## src/rtl/key_debounce_repeat.sv

```systemverilog
// Debounces N active-low push-buttons on a shared tick enable and emits
// single-cycle press, release and auto-repeat pulses, all on i_clk.
module key_debounce_repeat #(
  parameter int N_KEYS             = 6,
  parameter int F_CLK              = 50000000,
  parameter int F_TICK             = 1000,
  parameter int DEBOUNCE_TICKS     = 20,
  parameter int REPEAT_DELAY_TICKS = 500,
  parameter int REPEAT_RATE_TICKS  = 100
) (
  input  logic              i_clk,
  input  logic              i_rst,
  input  logic [N_KEYS-1:0] i_key,
  output logic [N_KEYS-1:0] o_key_state,
  output logic [N_KEYS-1:0] o_press,
  output logic [N_KEYS-1:0] o_release,
  output logic [N_KEYS-1:0] o_repeat,
  output logic              o_tick
);

  localparam int TICK_DIV = F_CLK / F_TICK;
  localparam int TW = $clog2(TICK_DIV);
  localparam int DW = $clog2(DEBOUNCE_TICKS + 1);
  localparam int HW = (REPEAT_DELAY_TICKS < 1) ? 1 : $clog2(REPEAT_DELAY_TICKS + 1);

  localparam logic [TW-1:0] TICK_LAST   = TW'(TICK_DIV - 1);
  localparam logic [DW-1:0] DEB_LAST    = DW'(DEBOUNCE_TICKS - 1);
  localparam logic [HW-1:0] HOLD_LAST   = HW'(REPEAT_DELAY_TICKS - 1);
  localparam logic [HW-1:0] HOLD_RELOAD = HW'(REPEAT_DELAY_TICKS - REPEAT_RATE_TICKS);
  localparam bit            REPEAT_EN   = (REPEAT_RATE_TICKS != 0);

  if (TICK_DIV < 2) begin : g_chk_div
    $error("key_debounce_repeat: TICK_DIV must be >= 2");
  end
  if (DEBOUNCE_TICKS < 1) begin : g_chk_deb
    $error("key_debounce_repeat: DEBOUNCE_TICKS must be >= 1");
  end
  if (REPEAT_RATE_TICKS > REPEAT_DELAY_TICKS) begin : g_chk_rep
    $error("key_debounce_repeat: REPEAT_RATE_TICKS must be <= REPEAT_DELAY_TICKS");
  end

  logic [N_KEYS-1:0] sync1_q, sync2_q;
  logic [TW-1:0]     tick_cnt_q, tick_cnt_d;
  logic              tick_q, tick_d;
  logic [DW-1:0]     deb_q  [N_KEYS];
  logic [DW-1:0]     deb_d  [N_KEYS];
  logic [HW-1:0]     hold_q [N_KEYS];
  logic [HW-1:0]     hold_d [N_KEYS];
  logic [N_KEYS-1:0] state_q, state_d;
  logic [N_KEYS-1:0] press_q, press_d;
  logic [N_KEYS-1:0] release_q, release_d;
  logic [N_KEYS-1:0] repeat_q, repeat_d;

  always_comb begin
    tick_d     = (tick_cnt_q == TICK_LAST);
    tick_cnt_d = tick_d ? '0 : tick_cnt_q + 1'b1;
    state_d    = state_q;
    press_d    = '0;
    release_d  = '0;
    repeat_d   = '0;
    for (int k = 0; k < N_KEYS; k++) begin
      deb_d[k]  = deb_q[k];
      hold_d[k] = hold_q[k];

      if (sync2_q[k] == state_q[k]) begin
        deb_d[k] = '0;
      end else if (tick_q) begin
        if (deb_q[k] == DEB_LAST) begin
          state_d[k]   = sync2_q[k];
          press_d[k]   = ~sync2_q[k];
          release_d[k] = sync2_q[k];
          deb_d[k]     = '0;
        end else begin
          deb_d[k] = deb_q[k] + 1'b1;
        end
      end

      // Hold count only runs while the accepted level stays pressed.
      if (state_q[k] || (state_d[k] != state_q[k])) begin
        hold_d[k] = '0;
      end else if (tick_q) begin
        if (hold_q[k] == HOLD_LAST) begin
          if (REPEAT_EN) begin
            repeat_d[k] = 1'b1;
            hold_d[k]   = HOLD_RELOAD;
          end
        end else begin
          hold_d[k] = hold_q[k] + 1'b1;
        end
      end
    end
  end

  always_ff @(posedge i_clk) begin
    if (i_rst) begin
      sync1_q    <= '1;
      sync2_q    <= '1;
      tick_cnt_q <= '0;
      tick_q     <= 1'b0;
      state_q    <= '1;
      press_q    <= '0;
      release_q  <= '0;
      repeat_q   <= '0;
      for (int k = 0; k < N_KEYS; k++) begin
        deb_q[k]  <= '0;
        hold_q[k] <= '0;
      end
    end else begin
      sync1_q    <= i_key;
      sync2_q    <= sync1_q;
      tick_cnt_q <= tick_cnt_d;
      tick_q     <= tick_d;
      state_q    <= state_d;
      press_q    <= press_d;
      release_q  <= release_d;
      repeat_q   <= repeat_d;
      for (int k = 0; k < N_KEYS; k++) begin
        deb_q[k]  <= deb_d[k];
        hold_q[k] <= hold_d[k];
      end
    end
  end

  assign o_key_state = state_q;
  assign o_press     = press_q;
  assign o_release   = release_q;
  assign o_repeat    = repeat_q;
  assign o_tick      = tick_q;

endmodule

```

## config.mk

```make
export PLATFORM = sky130hd
export DESIGN_NAME = key_debounce_repeat
export DESIGN_NICKNAME = d
export VERILOG_FILES = /design/src/rtl/key_debounce_repeat.sv
export SDC_FILE = /design/constraint.sdc
export NUM_CORES = 1
export LEC_CHECK = 0
export CAP_MARGIN = 20
export CORE_UTILIZATION = 53
export DETAILED_ROUTE_END_ITERATION = 7
export PLACE_DENSITY = 0.75
export SYNTH_ARGS = -nofsm -noshare
export SYNTH_HDL_FRONTEND = slang
export SYNTH_SLANG_ARGS = --single-unit
```

## constraint.sdc

```tcl
create_clock -name i_clk -period 1.4 [get_ports i_clk]
set_input_delay 0.35 -clock i_clk [delete_from_list [all_inputs] [get_ports i_clk]]
set_output_delay 0.35 -clock i_clk [all_outputs]
set_load 0.05 [all_outputs]
```

==> out/summary.md, run 1 <==
The run finished, with violations left. The final reports fail on negative setup slack. The total overflow left after global routing is 0. Among the stages of the critical path, the cell type that occurs most often is sky130_fd_sc_hd__buf_12.

The die covers 11,000 um^2. For this design the ratio of total power to cell area is 1060 nW/um^2. The tools report the worst setup margin as -223 ps.

No sink is reached through more buffers than the 2 on the longest clock path. Final-report hold violation count: 0. The total clock sinks is 137. The maximum clock frequency is 616 MHz, and the flip-flop count of the largest register after layout is 54. The depth of the critical timing path with buffers and inverters included is 3. The share of synthesized flip-flops with an asynchronous set or reset works out to 0%.

Walking the worst path, the cells encountered are buf_12 -> buf_8 -> buf_12. The Yosys step of the flow raised 0 warnings. The worst setup path is launched from a flip-flop. The transition time at the pin with the least slew margin came out at 365 ps.

In the final routed layout, each cell accounts on average for 17.5 um. For the antenna violation net count after detailed routing, the log shows 0. The min-delay analysis places its worst path in the category in2reg. The number of distinct library cells after synthesis is 41. The start point of the worst min-delay path was i_key[4]. The number of antenna violations at the first check in global routing is 0, and the fraction of layout cells with a size suffix above 1 is 41.7%. The later pin in the worst-skew pair is clocked with a latency of 550 ps. Summing internal, switching and leakage power gives 0.00902 W.

The tools report the clock tree root buffer cell as sky130_fd_sc_hd__clkbuf_8. Between clock sinks in the finished design, the worst skew comes to 8.69 ps. Port buffering added 32 buffers. STA puts the critical path data arrival time at 1270 ps. For the via count of the first global-routing pass, the log shows 4,874.

The number of max-slew violations in the final report is 0. Setup violations remaining at the end of the flow were counted as 75. The first TritonRoute pass finished after 4 iterations.

The tool flagged a number of max-cap violations equal to 0. The area growth from synthesis to layout is 52.1%. The largest registers in the layout are hold_q x54, deb_q x30, tick_cnt_q x16. The tools report the critical register-to-register path endpoint as hold_q[0][5]$_SDFFE_PP0P_. For this run, the total global-route usage over all layers was measured as 26.6%. 33 I/O pins were placed. The critical path is of the reg2out type. On the worst path, the slowest cell contributes a delay of 360 ps. The critical path launch point was o_tick$_SDFF_PP0_. After legalization and detailed placement, the total HPWL measured 8.21 mm. Minimum period implied by the final worst setup slack: 1620 ps. Headroom to the max-slew limit came out at 75.6%. Together, buffers and inverters on the worst path number 3.

Startpoint of the lowest-slack register-to-register path: o_tick$_SDFF_PP0_. The region available for standard cell placement spans 10,300 um^2. For the synthesized net count, the log shows 619.

Counting the fill cells in the layout gives 515. From left edge to right edge, the die measures 105 um. The vias after detailed routing is 4,904, and the number of diodes added for antenna fixing is 0.

Wires add up to 15.6 mm. In this run, synthesis produced a sequential element count of 137. From bottom edge to top edge, the die measures 105 um. The share of the clock period used by the worst path after layout was 116%; the synthesized instance count was 598.

In this run, CTS created clock tree buffers numbering 17. The run gives 766 as the number of nets in the layout. Count of cells along the worst register-to-register path: 7.

Following the worst setup path forward leads to its endpoint at o_tick. For this run, the leading register cell type out of synthesis is sky130_fd_sc_hd__dfxtp_1. Weighted congestion at the end of routability-driven global placement: 0.874. IR analysis of the VDD net gives a maximum drop of 759 uV. The largest individual stage delay along the critical path comes from the cell sky130_fd_sc_hd__dfxtp_4.

The run gives 23.0 mm as the first-pass GRT wire length. The analysis attributes to cell leakage a power of 3.01 nW. Entering global routing, the biggest net connects 17 pins. hold_q holds more flip-flops than any other register. The tools report the area of combinational cells with multiple inputs as 3320 um^2. STA puts the critical path data required time at 1050 ps. The DRC violations left is 0, and the netlist area before placement is 5590 um^2. Setup repair after global routing could not meet its margin everywhere.

Sequential cells were found to cover 49.0% of the synthesized design area. Clock-pin slew was measured on the worst setup and hold paths at 60 ps. The sequential cells in the finished layout cover a total of 2820 um^2. Cells fill 82.8% of the core in the end. In this run the worst path has a maximum fanout of 2.

In this run the mean area of a mapped cell was 9.35 um^2. The run gives 54.4% as the initial core utilization. STA classifies the critical path endpoint as an output port. In this run, synthesis inferred 0 flip-flops with an integrated enable. The run gives 292 as the number of DRC markers in iteration 0. For flop-to-flop paths, the worst setup slack is -180 ps. The H-tree was split into 4 levels. The initialized floorplan defines 37 standard-cell rows. TritonCTS built the clock tree. In the routed layout, each cell is associated on average with a via count of 5.49.

The largest delay contributor family on the critical path is buffers and inverters.
-- Yosys cell counts (all sizes together), types with 7 or more instances --
cell / number / share of area, %
buf: 11 / 1.3
dfxtp: 137 / 49
ha: 13 / 2.9
inv: 11 / 0.74
mux2i: 9 / 1.6
nand2: 46 / 3.1
nand2b: 12 / 1.3
nand3: 11 / 1.1
nand4: 32 / 3.6
nor2: 129 / 8.7
nor3: 14 / 1.3
nor4: 8 / 0.89
or2: 12 / 1.3
or3: 7 / 0.78
xnor2: 48 / 7.5
xor2: 41 / 6.4
-- area by class of cell --
cell class	count	share of cell area [%]
multi-input combinational	435	39.0
sequential	137	33.1
timing repair buffer	143	17.8
clock buffer	20	5.35
clock inverter	12	2.28
tap	136	2.00
inverter	11	0.485
-- power by group --
group | switching (W) | total, W | internal [W]
clock | 0.00173 | 0.00494 | 0.00321
combinational | 0.0000788 | 0.000154 | 0.0000753
sequential | 0.0000216 | 0.00393 | 0.00391
-- worst min-delay path by stage --
stage | slack, ps | cells past startpoint | endpoint
2_1_floorplan | 390 | 1 | sync2_q[0]$_SDFF_PP1_
3_3_place_gp | 390 | 1 | sync2_q[4]$_SDFF_PP1_
3_5_place_dp | 400 | 1 | sync2_q[1]$_SDFF_PP1_
4_1_cts | 360 | 2 | sync1_q[4]$_SDFF_PP1_
5_1_grt | 370 | 2 | sync1_q[0]$_SDFF_PP1_
6_report | 370 | 2 | sync1_q[4]$_SDFF_PP1_
-- metrics by stage --
stage          hold slack (ps)  TNS, ps  setup WS [ps]  instance area [um^2]  instances
2_1_floorplan              389     -173          -55.8                  5820        598
3_3_place_gp               393   -21100           -267                  7050        829
3_5_place_dp               401   -24310           -334                  7050        829
4_1_cts                    361    -3580           -229                  8020        874
5_1_grt                    369   -11470           -243                  8510        894
6_report                   368    -7440           -223                  8510        894
-- layout by cell type, fill, tap and decap left out, types with 7 or more instances in the layout --
| master | count |
|---|---|
| sky130_fd_sc_hd__mux2i_1 | 9 |
| sky130_fd_sc_hd__nand3_1 | 9 |
| sky130_fd_sc_hd__xor2_1 | 41 |
| sky130_fd_sc_hd__inv_1 | 11 |
| sky130_fd_sc_hd__nor2_1 | 108 |
| sky130_fd_sc_hd__buf_4 | 93 |
| sky130_fd_sc_hd__nand4_1 | 32 |
| sky130_fd_sc_hd__clkbuf_16 | 16 |
| sky130_fd_sc_hd__nor2_2 | 20 |
| sky130_fd_sc_hd__dfxtp_4 | 10 |
| sky130_fd_sc_hd__nand2_1 | 35 |
| sky130_fd_sc_hd__or2_2 | 12 |
| sky130_fd_sc_hd__xnor2_1 | 47 |
| sky130_fd_sc_hd__dfxtp_1 | 96 |
| sky130_fd_sc_hd__buf_6 | 11 |
| sky130_fd_sc_hd__nor3_2 | 11 |
| sky130_fd_sc_hd__buf_12 | 28 |
| sky130_fd_sc_hd__nand2b_1 | 7 |
| sky130_fd_sc_hd__ha_1 | 9 |
| sky130_fd_sc_hd__clkdlybuf4s50_1 | 7 |
| sky130_fd_sc_hd__dfxtp_2 | 31 |
-- metal layers --
layer  vias to the layer above  wire (um)  track usage (%)
met3                        46        560             6.99
met4                         0        471             12.6
met2                       123       8220             45.9
met5                         -          0                0
met1                      2404       6390             30.7
li1                       2331          -                -
-- cells by family (layout without fill, tap and decap cells) --
family / count (synthesis) / after routing / share of synthesized area, %
xor gates and xnor gates: 89 / 89 / 13.9
buffers and inverters: 26 / 186 / 2.30
AOI/OAI and AO/OA: 23 / 23 / 3.83
muxes: 9 / 9 / 1.61
DFF: 137 / 137 / 49.0
and+or+nand+nor: 301 / 301 / 26.4
adders and majority gates: 13 / 13 / 2.91
-- repair_timing --
item                                    CTS  global route
setup buffers                            14            21
resized for setup                        72            86
endpoints found under the setup margin   64           140
pin swaps                                13            46
gates cloned                              0             1
hold buffers                              0             0
No activity file was read; power rests on OpenSTA's default activity.
==> run 2, diff against run 1 <==
- GPL_TIMING_DRIVEN: unset -> 0
==> run 2 against run 1 <==
Effect of this change: the run still ends with negative setup slack left; clock-buffer cell count is 5 higher; via count down 3.1%; hold slack improved by 10 ps; global-route usage shrank 1.1 points; wire length shrank 5.1%; design area fell by 6.3%.
==> out/summary.md, run 2 (same netlist as run 1, synthesis figures left out) <==
The flow ran to the end, but the final reports show violations. The final reports fail on negative setup slack. The insertion delay of the later-clocked pin in the worst-skew pair is 530 ps (-20 ps). The largest registers in the layout are hold_q x54, deb_q x30, tick_cnt_q x16. For the first-pass GRT wire length, the log shows 21.8 mm (-5.2%). The flip-flop count of the largest register after layout is 54 (unchanged), and the maximum clock frequency is 665 MHz (+7.9%). The total clock sinks is 137 (unchanged), and the area of all placed cells without fillers is 7970 um^2 (-6.3%).

CTS clock-pin slew for the worst setup and hold paths: 60 ps (about the same). The CTS H-tree depth is 4 (unchanged), and the final-report hold violation count is 0 (unchanged). For the worst setup margin, the log shows -105 ps (+118 ps).

Cell area after placement: 6300 um^2 (-11%). The transition time at the pin with the least slew margin is 771 ps (+406 ps). For the data arrival time at the worst-slack endpoint, the log shows 1920 ps (+650 ps). The startpoint identified for the worst register-to-register timing path is o_tick$_SDFF_PP0_.

Final design utilization: 77.6% (-5.2 points). Width of the die: 105 um (unchanged). The sink of the worst hold path was sync1_q[2]$_SDFF_PP1_. The share of the clock period used by the worst path after layout came out at 107% (-8.5 points). Core area: 10,300 um^2 (unchanged). The half-perimeter wire length after placement was 7.69 mm (-6.4%). The height of the die works out to 105 um (unchanged).

Routed length on met1: 6.00 mm (-6.1%). The via count of the first global-routing pass was 4,592 (-5.8%); the number of antenna violations at the first check in global routing was 0 (unchanged). The setup slack of the most critical reg-to-reg path is -100 ps (+80 ps), and the I/O pin total is 33 (unchanged).

The DRC violations left was 0 (unchanged). Setup repair after global routing could not meet its margin everywhere. TritonCTS built the clock tree. For the iteration count of the initial detailed-routing pass, the log shows 4 (unchanged).

The tree is rooted in a sky130_fd_sc_hd__clkbuf_8. The run gives 54.4% (unchanged) as the initial core utilization. The leakage power of the design was 2.71 nW (-9.8%).

The uppermost metal layer occupied by signal nets is met4. The mean number of vias per cell came out at 5.63 (+2.6%). The fraction of layout cells with a size suffix above 1 is 39.0% (-2.7 points), and the largest net degree at the start of global routing is 17 (unchanged). The worst hold path cell count is 2 (unchanged), and the number of diodes added for antenna fixing is 0 (unchanged).

Critical register-to-register path endpoint: hold_q[3][5]$_SDFFE_PP0P_. The count of final setup violators came out at 44 (-41%). The number of max-capacitance violations reported was 0 (unchanged). The antenna violation net count after detailed routing is 0 (unchanged), and the power per cell area is 1030 nW/um^2 (-2.4%). The logs give 11,000 um^2 (unchanged) for the die area and 889 uV (+17%) for the maximum vdd drop. The worst slew margin relative to its limit came out at 48.6% (-27 points).

The met2 wire length was 7.74 mm (-5.9%); the area growth from synthesis to layout was 42.5%. The library cell used most frequently in the layout, excluding fill and tap cells, is sky130_fd_sc_hd__nor2_1. The top cell types in the final layout, fill and taps aside, are sky130_fd_sc_hd__nor2_1 (116), sky130_fd_sc_hd__dfxtp_1 (89), sky130_fd_sc_hd__xor2_1 (41). For the number of max-slew violations in the final report, the log shows 0 (unchanged). Start point of the worst min-delay path: i_key[2]. The count of buffers from port buffering is 31 (-3.1%). The logs give 37 (unchanged) for the number of standard-cell rows in the floorplan and 0 (unchanged) for the number of hold-repair buffers added at the cts stage. The wire length on met3 was 645 um (+15%); the final cell count without fillers was 844 (-5.6%). For the number of instances in the placed design, the log shows 765 (-7.7%).

The critical setup path kind was reg2reg. More flip-flops sit in one register than any other, and that register is hold_q. Critical path endpoint category: a flip-flop. The overall overflow remaining after global route came out at 0 (unchanged). The count of cells along the worst register-to-register path is 8 (+1).

The minimum period implied by the final worst setup slack is 1500 ps (-118 ps). The clock tree buffer depth was 2 (unchanged). Number of nets in the layout: 716 (-6.5%). Per-cell routed wire length: 17.6 um (+0.47%).

The vias after detailed routing came out at 4,751 (-3.1%). The logs give 17 (unchanged) for the number of CTS-inserted buffers and 14.8 mm (-5.1%) for the wire length reported by the detailed router. STA classifies the critical path startpoint as a flip-flop. Maximum fanout along the worst path: 7 (+5). The path class of the tightest hold or removal check is in2reg. The weighted congestion at the end of routability-driven global placement was 0.796 (-8.9%). The number of DRC markers in iteration 0 came out at 189 (-35%). Global-route usage over all layers: 25.6% (-1.1 points). The data required time of the worst path is 1810 ps (+760 ps). The clock skew came out at 6.31 ps (-2.38 ps).
[run 2: cell count changes in the layout (fill, tap and decap cells not counted), moves of 8 or more]
cell	before	now
sky130_fd_sc_hd__buf_12	28	6
sky130_fd_sc_hd__buf_4	93	40
sky130_fd_sc_hd__buf_6	11	26
sky130_fd_sc_hd__nor2_1	108	116
sky130_fd_sc_hd__nor2_2	20	12
[run 2: where the power goes]
part           internal (W)  leakage (nW)  switching [W]  total [W]
Sequential          0.00390          1.13      0.0000212    0.00392
Combinational     0.0000616          1.31      0.0000792   0.000141
Clock               0.00258         0.274        0.00161    0.00418
[run 2: layout make-up]
cell class                 instances  area (um^2)
clock buffer                      25          494
fill                             617         2310
timing repair buffer              78          807
tap                              136          170
multi-input combinational        435         3380
clock inverter                     7         65.1
inverter                          11         41.3
buffer                            15          179
sequential                       137         2840
[run 2: worst max-delay path by stage]
| stage | start | to | slack, ps | depth (start not counted) |
|---|---|---|---|---|
| after global routing | o_tick$_SDFF_PP0_ | hold_q[0][8]$_SDFFE_PP0P_ | -150 | 7 |
| after global placement | i_rst | o_release[0]$_SDFF_PP0_ | -400 | 4 |
| after detailed placement | i_rst | o_release[0]$_SDFF_PP0_ | -360 | 4 |
| after floorplan | o_tick$_SDFF_PP0_ | o_key_state[1]$_SDFF_PP1_ | -60 | 4 |
| final | o_tick$_SDFF_PP0_ | hold_q[3][5]$_SDFFE_PP0P_ | -100 | 8 |
| after CTS | o_tick$_SDFF_PP0_ | hold_q[3][5]$_SDFFE_PP0P_ | -90 | 8 |
[run 2: critical path, stage by stage (launching register included)]
cell and delay [ps]:
sky130_fd_sc_hd__dfxtp_4 360, sky130_fd_sc_hd__buf_12 130, sky130_fd_sc_hd__buf_12 130, sky130_fd_sc_hd__buf_8 120
sky130_fd_sc_hd__buf_6 110, sky130_fd_sc_hd__and4_4 230, sky130_fd_sc_hd__nand3_2 90, sky130_fd_sc_hd__xor2_1 170
sky130_fd_sc_hd__nor2_1 50
[run 2: through the flow]
stage | setup slack (ps) | setup TNS [ps] | power, W | hold WS (ps)
finish | -105 | -1590 | 0.00825 | 378
global route | -148 | -4960 | 0.00846 | 382
CTS | -88.6 | -928 | 0.00827 | 355
detailed placement | -358 | -16340 | 0.00413 | 400
global placement | -401 | -16040 | 0.00413 | 393
floorplan | -55.8 | -173 | 0.00409 | 389
[run 2: layer usage]
| layer | track usage [%] | vias up |
|---|---|---|
| li1 | - | 2241 |
| met1 | 29.8 | 2308 |
| met2 | 45.2 | 157 |
| met5 | 0 | - |
| met3 | 5.36 | 45 |
| met4 | 11.0 | 0 |
[run 2: timing repair]
action,in CTS,in global routing
cloned,1,3
pin swaps,37,33
buffers inserted,31,13
resized for setup,271,87
setup endpoints to repair,128,113
